File: src/rtl/jk_ff_bank.sv
// rtl/jk_ff_bank.sv - WIDTH-bit JK/D/T/shift flip-flop bank with change flag and saturating transition counter
// Q, changed and toggles all update on the same rising edge; reset is asynchronous, active-low.
module jk_ff_bank #(
   parameter int               WIDTH     = 4,
   parameter int               CNT_W     = 8,
   parameter logic [WIDTH-1:0] RESET_VAL = '0
) (
   input  logic             clk,
   input  logic             reset,
   input  logic             enable,
   input  logic [1:0]       mode,
   input  logic [WIDTH-1:0] J,
   input  logic [WIDTH-1:0] K,
   input  logic             sin,
   input  logic             toggles_clr,
   output logic [WIDTH-1:0] Q,
   output logic [WIDTH-1:0] Qn,
   output logic             changed,
   output logic [CNT_W-1:0] toggles
);

   localparam int             SW      = CNT_W + 1;
   localparam logic [SW-1:0]  CNT_MAX = {1'b0, {CNT_W{1'b1}}};

   logic [WIDTH-1:0] q_r;
   logic [WIDTH-1:0] q_next;
   logic [WIDTH-1:0] shifted;
   logic [SW-1:0]    delta;
   logic [SW-1:0]    sum;
   logic [CNT_W-1:0] cnt_r;
   logic             chg_r;

   // A one-bit bank has no lower bits to shift up; it just loads sin.
   generate
      if (WIDTH == 1) begin : g_shift1
         assign shifted = sin;
      end else begin : g_shiftn
         assign shifted = {q_r[WIDTH-2:0], sin};
      end
   endgenerate

   always_comb begin
      q_next = q_r;
      if (enable) begin
         case (mode)
            2'b00:   q_next = (J & ~q_r) | (~K & q_r);
            2'b01:   q_next = J;
            2'b10:   q_next = q_r ^ J;
            default: q_next = shifted;
         endcase
      end
      // q_next equals q_r when disabled, so delta is naturally zero then.
      delta = '0;
      for (int i = 0; i < WIDTH; i++) begin
         delta = delta + SW'(q_next[i] ^ q_r[i]);
      end
      sum = {1'b0, cnt_r} + delta;
   end

   always_ff @(posedge clk or negedge reset) begin
      if (!reset) begin
         q_r   <= RESET_VAL;
         chg_r <= 1'b0;
         cnt_r <= '0;
      end else begin
         q_r   <= q_next;
         chg_r <= (q_next != q_r);
         if (toggles_clr) begin
            cnt_r <= '0;
         end else if (sum > CNT_MAX) begin
            cnt_r <= '1;
         end else begin
            cnt_r <= sum[CNT_W-1:0];
         end
      end
   end

   assign Q       = q_r;
   assign Qn      = ~q_r;
   assign changed = chg_r;
   assign toggles = cnt_r;

endmodule

File: config.mk
export PLATFORM = sky130hd
export DESIGN_NAME = jk_ff_bank
export DESIGN_NICKNAME = d
export VERILOG_FILES = /design/src/rtl/jk_ff_bank.sv
export SDC_FILE = /design/constraint.sdc
export NUM_CORES = 1
export LEC_CHECK = 0
export ABC_CLOCK_PERIOD_IN_PS = 3040
export BUFFER_PORTS_ARGS = -buffer_cell sky130_fd_sc_hd__buf_4
export CAP_MARGIN = 5
export CORE_ASPECT_RATIO = 1.2
export CORE_MARGIN = 3
export CORE_UTILIZATION = 45
export DETAILED_ROUTE_END_ITERATION = 10
export PLACE_DENSITY = 0.75
export SLEW_MARGIN = 20
export SYNTH_ARGS = -nofsm -noshare
export SYNTH_HDL_FRONTEND = slang
export SYNTH_SLANG_ARGS = --single-unit
File: constraint.sdc
create_clock -name clk -period 3.04 [get_ports clk]
set_input_delay 0.304 -clock clk [delete_from_list [all_inputs] [get_ports clk]]
set_output_delay 0.304 -clock clk [all_outputs]
set_load 0.02 [all_outputs]
==> impl_metrics.ini <==
[outcome]
outcome = complete, no violations

[grt]
use_met2_pct = 36.1
grt.overflow.total = 0
use_met1_pct = 21.1
top_usage_layer = met2
grt_use_met3_pct = 4.63
antenna_found_initial = 0
grt_pass1_wl_um = 4370
grt_pass1_vias = 1045
grt_max_degree = 14
grt.total_usage_pct = 19.3

[power_and_ir_drop]
sequentialPowerShare_pct = 32.5
swShare_pct = 40.6
p_clk_share_pct = 14.2
combPwrFrac_pct = 53.3
cellLeakagePower_nw = 0.626
internal_power_mw = 0.434
ir_drop_v = 0.000383
power.density_nw_per_um2 = 536
switchingPower_mw = 0.298

[sta]
setup_viol = 0
finalMaxSlewViolations = 0
relSlewSlack_pct = 73.4
fmax_mhz = 347
worst_pin_slew_ns = 0.397
period_share_pct = 94.8
fin_worst_skew_ns = 0.00216
hold_ws_ns = 0.245
finalHoldViolations = 0
period_needed_ns = 2.88

[critical_path]
r2r_start = Q[0]
cp.required_ns = 3.19
crit_path_start_kind = flip-flop
critical_path.max_fanout = 5
arrival_ns = 3.03
end_kind = flip-flop
crit_start = Q[0]
crit_type = reg2reg

[logic_synthesis]
syn_nets = 139
syn_avg_cell_area_um2 = 8.33
synthCells = 120
ys_seq_area_share_pct = 32.5
ys_warn_count = 0
ys_ff_latch = 13
synth_area_um2 = 1000
yosysUniqueCellTypes = 38

[clock_network]
path_clk_slew_ns = 0.07
cts_root_buf = clkbuf_4
cts_sinks = 13
cts_buffers = 3
tritoncts = done
h-tree-depth = 1
clk_latency_ns = 0.27
cts_buffer_depth = 2
post_cts.repair.setup_buffers = 0

[layout]
diodes = 0
stdcell_area_um2 = 1370
areaGrowthSynthToFinish_pct = 36.5
multi_input_area_um2 = 616
final_util_pct = 65.2
final_cell_mix = buf_4 (41), a21oi_1 (13), dfrtp_1 (12), nor2_1 (10), inv_1 (8)
mostFrequentLayoutCell = buf_4
ff_latch_area_um2 = 327
fillers = 198
drive_gt1_share_pct = 34.4
finalNetCount = 180

[die]
start_util_pct = 47.7
ios = 32
fp.dieH_um = 57.6
die_area_um2 = 2830
row_count = 18
core-area_um2 = 2090
die_w_um = 49.0

[placement]
dp_hpwl_um = 1970
gp_congestion = 0.804
placed_cell_area_um2 = 1310
numPortBuffers = 31

[drt]
post_drt_via_cell_ratio = 5.42
dr_total_vias = 1030
drt-initial-drc-count = 19
drc = 0
wl_um = 2510
wire_per_inst_um = 13.2
dr.pass1.iters = 4
ant_nets = 0

[worst_hold_path]
min_from = toggles_clr
hold_path.class = in2reg

[job]
maxCapViolCount = 0
[worst max-delay path, cell delays in order (launching register included)]
cell       delay [ns]
dfrtp_2          0.41
nor2_1           0.08
a2111oi_2        0.32
a31oi_1          0.13
fa_1             0.53
inv_1            0.06
fa_1             0.48
fa_2             0.41
nor3b_1          0.26
nor3_1           0.08
[through the flow]
stage	instances	setup slack, ns	setup TNS, ns	total power [mW]
6_report	190	0.158	0	0.732
5_1_grt	190	-0.0293	-0.0402	0.793
4_1_cts	190	0.0711	0	0.727
3_5_place_dp	185	-0.230	-1.61	0.616
3_3_place_gp	185	-0.143	-0.872	0.606
2_1_floorplan	120	0.0193	0	0.464
[synthesized netlist by cell type (all sizes together)]
master / instances / area (um^2)
mux2i: 2 / 20.0
fa: 3 / 60.1
o31a: 3 / 26.3
nor3: 6 / 30.0
a221oi: 1 / 8.76
or2: 1 / 6.26
a2111oi: 1 / 8.76
nor4: 1 / 6.26
ha: 1 / 12.5
nor2: 10 / 37.5
a21oi: 14 / 70.1
dfrtp: 13 / 325
nand2: 7 / 28.8
clkbuf: 1 / 3.75
nand4bb: 1 / 11.3
o21ai: 5 / 25.0
xnor2: 6 / 52.6
nor2b: 1 / 6.26
nand3: 7 / 35.0
nor3b: 2 / 15.0
o21bai: 1 / 7.51
o22ai: 4 / 31.3
and2b: 2 / 15.0
buf: 5 / 28.8
or3: 1 / 6.26
and3: 1 / 6.26
o32ai: 2 / 25.0
inv: 11 / 41.3
a31oi: 5 / 31.3
xor2: 1 / 8.76
and3b: 1 / 8.76
[kinds of logic (layout without fill, tap and decap cells)]
kind of cell             after synthesis  in the layout  synth area share, %
flip-flops                            13             13                 32.5
AND/OR/NAND/NOR                       41             41                 21.3
XOR/XNOR                               7              7                 6.13
multiplexers                           2              2                 2.00
buffers and inverters                 17             57                 7.38
adder cells (fa/ha/maj)                4              4                 7.26
AO/OA/AOI/OAI                         36             36                 23.4
[what timing repair did]
item	in CTS	in global routing
endpoints found under the setup margin	3	8
resized for setup	1	4
hold endpoints to repair	13	0
hold buffers	1	0
[layer usage]
| metal | wire, um | vias up |
|---|---|---|
| met5 | 0 | - |
| met4 | 19 | 0 |
| met3 | 138 | 4 |
| met1 | 999 | 492 |
| li1 | - | 507 |
| met2 | 1350 | 27 |
[flip-flops by register name, indices dropped and copies added (netlist names)]
register  flops
Q             4
changed       1
toggles       8
[worst paths after layout]
check                             endpoint  slack, ns  depth (start not counted)
worst max register to register  toggles[7]       0.16                          9
worst min register to register  toggles[4]       0.64                          2
min in group asynchronous       toggles[4]       0.40                          2
max in group asynchronous             Q[0]       2.46                          2
worst min-delay path            toggles[5]       0.25                          2
worst max-delay path            toggles[7]       0.16                          9
[power groups by stage]
stage          clock [mW]  combinational (mW)  sequential, mW
5_1_grt             0.113               0.436           0.244
2_1_floorplan           0               0.189           0.274
3_3_place_gp            0               0.368           0.238
3_5_place_dp            0               0.375           0.241
6_report            0.104               0.390           0.238
4_1_cts             0.105               0.384           0.238
[cell type report]
class | instances | share of cell area (%)
Sequential cell | 13 | 23.9
Clock buffer | 4 | 1.92
Tap cell | 30 | 2.75
Inverter | 11 | 3.02
Timing Repair Buffer | 42 | 23.3
Multi-Input combinational cell | 90 | 45.1
No activity file was read; power rests on OpenSTA's default activity.
